`src/rtl/mips_multi_control.sv`:
```
// Multi-cycle MIPS control unit: a Moore FSM that sequences fetch, decode, execute,
// memory and writeback, with combinational ALU-control decode and PC-enable logic.
module mips_multi_control #(
    parameter int unsigned OP_WIDTH    = 6,
    parameter int unsigned STATE_WIDTH = 4
) (
    input  logic                   clk,
    input  logic                   reset,
    input  logic [OP_WIDTH-1:0]    opcode_i,
    input  logic [OP_WIDTH-1:0]    funct_i,
    input  logic                   zero_i,
    output logic                   pc_write_o,
    output logic                   pc_en_o,
    output logic                   i_or_d_o,
    output logic                   mem_write_o,
    output logic                   ir_write_o,
    output logic                   reg_dst_o,
    output logic                   mem_to_reg_o,
    output logic                   reg_write_o,
    output logic                   alu_src_a_o,
    output logic                   instr_done_o,
    output logic [1:0]             alu_src_b_o,
    output logic [1:0]             pc_src_o,
    output logic [2:0]             alu_control_o,
    output logic [STATE_WIDTH-1:0] state_o
);

    localparam logic [OP_WIDTH-1:0] OpRtype = OP_WIDTH'(6'h00);
    localparam logic [OP_WIDTH-1:0] OpJ     = OP_WIDTH'(6'h02);
    localparam logic [OP_WIDTH-1:0] OpBeq   = OP_WIDTH'(6'h04);
    localparam logic [OP_WIDTH-1:0] OpAddi  = OP_WIDTH'(6'h08);
    localparam logic [OP_WIDTH-1:0] OpLw    = OP_WIDTH'(6'h23);
    localparam logic [OP_WIDTH-1:0] OpSw    = OP_WIDTH'(6'h2B);

    localparam logic [OP_WIDTH-1:0] FnAdd = OP_WIDTH'(6'h20);
    localparam logic [OP_WIDTH-1:0] FnSub = OP_WIDTH'(6'h22);
    localparam logic [OP_WIDTH-1:0] FnAnd = OP_WIDTH'(6'h24);
    localparam logic [OP_WIDTH-1:0] FnOr  = OP_WIDTH'(6'h25);
    localparam logic [OP_WIDTH-1:0] FnSlt = OP_WIDTH'(6'h2A);

    typedef enum logic [STATE_WIDTH-1:0] {
        StFetch  = STATE_WIDTH'(0),
        StDecode = STATE_WIDTH'(1),
        StMemAdr = STATE_WIDTH'(2),
        StMemRd  = STATE_WIDTH'(3),
        StMemWb  = STATE_WIDTH'(4),
        StMemWr  = STATE_WIDTH'(5),
        StExec   = STATE_WIDTH'(6),
        StAluWb  = STATE_WIDTH'(7),
        StBranch = STATE_WIDTH'(8),
        StAddiEx = STATE_WIDTH'(9),
        StAddiWb = STATE_WIDTH'(10),
        StJump   = STATE_WIDTH'(11)
    } state_e;

    state_e     r_state;
    state_e     w_state_next;
    logic [1:0] w_alu_op;
    logic       w_branch;

    always_ff @(posedge clk) begin
        if (reset) begin
            r_state <= StFetch;
        end else begin
            r_state <= w_state_next;
        end
    end

    always_comb begin
        w_state_next = StFetch;
        pc_write_o   = 1'b0;
        i_or_d_o     = 1'b0;
        mem_write_o  = 1'b0;
        ir_write_o   = 1'b0;
        reg_dst_o    = 1'b0;
        mem_to_reg_o = 1'b0;
        reg_write_o  = 1'b0;
        alu_src_a_o  = 1'b0;
        instr_done_o = 1'b0;
        alu_src_b_o  = 2'b00;
        pc_src_o     = 2'b00;
        w_alu_op     = 2'b00;
        w_branch     = 1'b0;
        case (r_state)
            StFetch: begin
                ir_write_o   = 1'b1;
                pc_write_o   = 1'b1;
                alu_src_b_o  = 2'b01;
                w_state_next = StDecode;
            end
            StDecode: begin
                alu_src_b_o = 2'b11;
                case (opcode_i)
                    OpLw, OpSw: w_state_next = StMemAdr;
                    OpRtype:    w_state_next = StExec;
                    OpBeq:      w_state_next = StBranch;
                    OpAddi:     w_state_next = StAddiEx;
                    OpJ:        w_state_next = StJump;
                    default: begin
                        // Unsupported opcode: retire immediately and refetch.
                        w_state_next = StFetch;
                        instr_done_o = 1'b1;
                    end
                endcase
            end
            StMemAdr: begin
                alu_src_a_o = 1'b1;
                alu_src_b_o = 2'b10;
                if (opcode_i == OpLw) begin
                    w_state_next = StMemRd;
                end else if (opcode_i == OpSw) begin
                    w_state_next = StMemWr;
                end
            end
            StMemRd: begin
                i_or_d_o     = 1'b1;
                w_state_next = StMemWb;
            end
            StMemWb: begin
                mem_to_reg_o = 1'b1;
                reg_write_o  = 1'b1;
                instr_done_o = 1'b1;
            end
            StMemWr: begin
                i_or_d_o     = 1'b1;
                mem_write_o  = 1'b1;
                instr_done_o = 1'b1;
            end
            StExec: begin
                alu_src_a_o  = 1'b1;
                w_alu_op     = 2'b10;
                w_state_next = StAluWb;
            end
            StAluWb: begin
                reg_dst_o    = 1'b1;
                reg_write_o  = 1'b1;
                instr_done_o = 1'b1;
            end
            StBranch: begin
                alu_src_a_o  = 1'b1;
                w_alu_op     = 2'b01;
                pc_src_o     = 2'b01;
                w_branch     = 1'b1;
                instr_done_o = 1'b1;
            end
            StAddiEx: begin
                alu_src_a_o  = 1'b1;
                alu_src_b_o  = 2'b10;
                w_state_next = StAddiWb;
            end
            StAddiWb: begin
                reg_write_o  = 1'b1;
                instr_done_o = 1'b1;
            end
            StJump: begin
                pc_src_o     = 2'b10;
                pc_write_o   = 1'b1;
                instr_done_o = 1'b1;
            end
            default: w_state_next = StFetch;
        endcase
    end

    always_comb begin
        alu_control_o = 3'b010;
        case (w_alu_op)
            2'b01: alu_control_o = 3'b110;
            2'b10: begin
                case (funct_i)
                    FnSub:   alu_control_o = 3'b110;
                    FnAnd:   alu_control_o = 3'b000;
                    FnOr:    alu_control_o = 3'b001;
                    FnSlt:   alu_control_o = 3'b111;
                    FnAdd:   alu_control_o = 3'b010;
                    default: alu_control_o = 3'b010;
                endcase
            end
            default: alu_control_o = 3'b010;
        endcase
    end

    assign pc_en_o = pc_write_o | (w_branch & zero_i);
    assign state_o = r_state;

endmodule

```
`config.mk`:
```
export PLATFORM = sky130hd
export DESIGN_NAME = mips_multi_control
export DESIGN_NICKNAME = d
export VERILOG_FILES = /design/src/rtl/mips_multi_control.sv
export SDC_FILE = /design/constraint.sdc
export NUM_CORES = 1
export LEC_CHECK = 0
export ABC_AREA = 1
export BUFFER_PORTS_ARGS = -buffer_cell sky130_fd_sc_hd__buf_2
export CAP_MARGIN = 5
export CORE_MARGIN = 2
export CORE_UTILIZATION = 45
export DETAILED_ROUTE_END_ITERATION = 6
export GPL_ROUTABILITY_DRIVEN = 0
export PLACE_DENSITY = 0.83
export SLEW_MARGIN = 5
export SYNTH_ARGS = -nofsm -noshare
export SYNTH_HDL_FRONTEND = slang
export SYNTH_SLANG_ARGS = --single-unit
```
`constraint.sdc`:
```
create_clock -name clk -period 1.85 [get_ports clk]
set_clock_uncertainty 0.05 [all_clocks]
set_input_delay 0.0925 -clock clk [delete_from_list [all_inputs] [get_ports clk]]
set_output_delay 0.0925 -clock clk [all_outputs]
set_load 0.05 [all_outputs]
```
# --- After elaboration in Yosys (flattened, before gate mapping) ---
# Cells that the tools add are included.
op_classes:
  n_eq_ne: 22
  muxes: 20
  n_bitwise: 2
  n_reduce_logical: 10
op_table:
  columns: ["cell", "count"]
  rows:
  - ["6-bit equality test (second input constant)", 6]
  - ["4-bit case mux with 6 select lines", 1]
  - ["4-bit case mux with 5 select lines", 1]
  - ["4-bit by 3-bit equality test with 1-bit output (second input constant)", 4]
  - ["4-bit equality test (second input constant)", 4]
  - ["3-bit case mux with 4 select lines", 1]
  - ["6-bit OR reduction", 2]
  - ["1-bit 2-to-1 mux", 10]
  - ["4-bit by 2-bit equality test with 1-bit output (second input constant)", 2]
  - ["2-bit case mux with 2 select lines", 2]
  - ["2-bit OR reduction", 4]
  - ["6-bit by 2-bit equality test with 1-bit output (second input constant)", 1]
  - ["6-bit by 3-bit equality test with 1-bit output (second input constant)", 1]
  - ["6-bit by 4-bit equality test with 1-bit output (second input constant)", 1]
  - ["6-bit logical NOT", 1]
  - ["3-bit 2-to-1 mux", 2]
  - ["2-bit case mux with 3 select lines", 1]
  - ["3-bit case mux with 2 select lines", 1]
  - ["4-bit by 1-bit equality test with 1-bit output (second input constant)", 1]
  - ["4-bit logical NOT", 1]
  - ["4-bit OR reduction", 1]
  - ["3-bit OR reduction", 1]
  - ["2-bit by 1-bit equality test with 1-bit output (second input constant)", 1]
  - ["2-bit equality test (second input constant)", 1]
  - ["3 further kinds", 3]
word_totals:
  reg_bits: 4
  inputBits: 15
  out_inout_bits: 21

# --- Logic depth before layout (Yosys ltp) ---
logic_depth:
  ltp_word: 4
  mapped_depth: 8
  depth_no_buf: 8

# --- Worst setup path before layout ---
# OpenSTA, ideal clock, no wires.
synth_timing:
  kind: "register to output"
  startpoint: "register r_state[3], in the netlist state_o[3]"
  endpoint: "output port alu_control_o[2]"
  arrival_time_ps: 2371
  t_required_ps: 1707
  path_slack_ps: -663
  stages_incl_launch_ff: 8
  path_cell_list: "dfxtp_1 > inv_2 > nor2_4 > nand3_2 > inv_2 > ha_1 > inv_1 > a21oi_1"
synth_via:
  elab_chain_cells: 4
  elab_cells_between_ends: 6
  classes_between: "eq/ne (4); mux (2)"
synth_lines:
  columns: ["element", "line_no", "text"]
  rows:
  - ["start: declaration", "56", "state_e r_state;"]
  - ["start signal: assignment", "63", "r_state <= StFetch;"]
  - ["start signal: assignment", "65", "r_state <= w_state_next;"]
  - ["4-bit equality test or 4-bit by 3-bit equality test with 1-bit output (tied branches)", "84", "case (r_state)"]
  - ["2-bit case mux with 2 select lines (*)", "84", null]
  - ["2-bit equality test or 2-bit by 1-bit equality test with 1-bit output (tied branches)", "166", "case (w_alu_op)"]
  - ["3-bit case mux with 2 select lines (*)", "166", null]
  - ["end: declaration", "24", "output logic [2:0] alu_control_o,"]
# Mark *: on every way between the ends. The rest lies on a longest branch, timed or not.

# --- Final worst setup path ---
layout_timing:
  startpoint: "register r_state[2], in the netlist state_o[2]"
  endpoint: "output port alu_control_o[2]"
# The elaborated chain is that of the path after synthesis.

==> metrics <==
final setup fails 0; Worst setup EP type output port; Layout area overhead 53.8%; post-synth top area share 0.133; Root Driver clkbuf_4; GRT Util Overall 0.201; worst-margin pin slew 0.290 ns; Die Y 40.6 um; via count 799; Yosys Warn Count 0; outcome completed; Crit-path slowest cell dfxtp_4; Hold Crit Depth 5; area leader, netlist dfxtp_1; MaxCap Viol Count 0; Core Region 0.00127 mm^2; largest net degree at the start of global routing 8; fin nets 167; Reg2Reg Capture Point state_o[0]; Yosys cell types 21; WP buf/inv 3; XOR/XNOR Fraction of Synth Area 0; endpoints failing hold 0; layout cells sized above 1 0.486; M3 GR Usage 0; GRT Max-Usage Layer met2; Cell Area, Placed 828 um^2; Arr. time, crit path 1.60 ns; met2 usage 0.401; synthesized flop and latch total 4; Hold EP state_o[3]; setup ws final 0.105 ns; CTS Buf Count 3; port buffer count 35; Mapped Area 602 um^2; fraction of synthesized area in multiplexers 0; clock tree buffer depth 2; Pins Over Slew Limit 0; Starting DRT DRC Count 10; vias in the first global route 612; htree depth 1; Reg clk slew, reported paths 0.04 ns; cell-by-cell trace of the critical path inv_2 > nor2_4 > nand2_4 > clkinv_4 > ha_4 > nand3_2 > a21oi_2 > buf_6; Die Wd 40.6 um; number of flip-flops in the largest register 4; VDD IR max 0.000391 V; compound-gate portion of the synthesized area 0.110; total grt overflow 0; CP max FO 5; # clock sinks 4; min-delay src opcode_i[2]; Post-Syn Instances 106; pwr dens 379 mW/mm^2; R2R setup slack 0.61 ns; Hold Crit Class input pin to register; num ports 36; final instance area 926 um^2; final worst-path cycle share 0.943; Seq/Total Area, Yosys 0.133; largest family of logic cells by synthesized area simple AND/OR/NAND/NOR gates; data required time of the worst path 1.71 ns; DR vias/cell 4.90; DR WL/cell 10.4 um; Lkg Pwr 0.500 nW; crit start category register; M1 GR Usage 0.220; Adder-Cell Fraction of Synth Area 0.0416; top cells by area in the synthesized netlist dfxtp_1 (13%), nor2_1 (12%), nand3_1 (10%); diode count 0; simple-gate portion of the synthesized area 0.557; Initial Utilization 0.474; Routed Antenna Nets 0; die area 0.00165 mm^2; Max Freq 573 MHz; first-pass GRT wire length 2260 um; CTS tree built; initial antenna violation count 0; R2R cell count 8; Mean Syn Cell Area 5.68 um^2; fillers 104; site row count 13; worst rel slew slack 0.805; Detailed Place HPWL 1310 um; TritonRoute pass-1 iters 4; Util after Layout 0.730; latest clock arrival within the worst-skew pair 0.24 ns; largest stage delay on the critical path 0.37 ns; Total Power 0.000351 W; fin crit period 1.75 ns; crit path kind register to output port; drt drc 0; worst r2r src state_o[2]; crit-path leading delay family flip-flops; DRT Wirelength 1700 um; Post-Syn Nets 123; dpl ws 0.212 ns
## area by class of cell
| cell class | count | area, um^2 | area share |
|---|---|---|---|
| sequential | 4 | 87.6 | 0.0946 |
| timing repair buffer | 39 | 223 | 0.241 |
| clock buffer | 3 | 22.5 | 0.0243 |
| multi-input combinational | 78 | 479 | 0.518 |
| inverter | 24 | 95.1 | 0.103 |
| tap | 15 | 18.8 | 0.0203 |
## kinds of logic after synthesis
group	count (synthesis)
buf+inv	24
flops	4
compound gates	12
simple gates	64
fa+ha+maj	2
## worst min-delay path, delay by kind of cell
family / cells / cell delay, ns
buf+inv: 2 / 0.14
simple gates: 3 / 0.21
## worst max path at each step
stage	from	end	slack (ns)	cells past startpoint
2_1_floorplan	state_o[3]	alu_control_o[2]	-0.13	7
3_3_place_gp	state_o[2]	alu_control_o[2]	0.28	8
3_5_place_dp	state_o[2]	alu_control_o[2]	0.21	8
4_1_cts	state_o[2]	alu_control_o[2]	0.01	8
5_1_grt	state_o[3]	alu_control_o[2]	-0.002	8
6_report	state_o[2]	alu_control_o[2]	0.10	8
## per-stage QoR
| stage | setup TNS, ns | cells | hold slack (ns) |
|---|---|---|---|
| after floorplan | -0.128 | 106 | 0.104 |
| after global placement | 0 | 156 | 0.217 |
| after detailed placement | 0 | 156 | 0.222 |
| after CTS | 0 | 160 | 0.177 |
| after global routing | -0.00190 | 163 | 0.209 |
| final | 0 | 163 | 0.186 |
## per-layer routing
metal,up-vias,part of all wire,wire length [um]
li1,422,-,-
met4,0,0.015,25
met3,2,0.051,87
met2,33,0.52,878
met1,342,0.42,711
met5,-,0,0
## where the power goes
| group | internal (W) | switching [W] |
|---|---|---|
| Clock | 0.0000727 | 0.0000385 |
| Combinational | 0.0000407 | 0.000106 |
| Sequential | 0.0000884 | 0.00000436 |
| Total | 0.000202 | 0.000149 |
## cells in the mapped netlist, drive strengths merged
| cell | number |
|---|---|
| nor3 | 3 |
| nand2 | 18 |
| clkinv | 2 |
| nor2 | 26 |
| dfxtp | 4 |
| inv | 22 |
| nand3 | 15 |
| o21ai | 5 |
| o22ai | 3 |
| nand4 | 2 |
| ha | 2 |
| o31ai | 1 |
| a21oi | 3 |
## cell usage in the layout (no fill, tap or decap), types with 2 or more instances in the layout
cell type / n
nor2_2: 2
nand4_1: 2
buf_6: 2
inv_2: 8
buf_2: 32
buf_4: 4
nor2_1: 19
nor3_1: 3
nand3_2: 3
nand2_1: 14
a21oi_1: 2
o21ai_1: 4
dfxtp_2: 3
nor2_4: 5
nand2_2: 2
clkbuf_4: 3
nand3_1: 11
nand2_4: 2
o22ai_1: 2
inv_1: 14
## what timing repair did
| item | 4_1_cts | 5_1_grt |
|---|---|---|
| hold buffers | 1 | 0 |
| gates resized for setup | 2 | 8 |
| buffers inserted | 0 | 3 |
| hold endpoints to repair | 1 | 0 |
| endpoints found under the setup margin | 2 | 3 |
| pin swaps | 0 | 2 |
No activity file was read; power rests on OpenSTA's default activity.
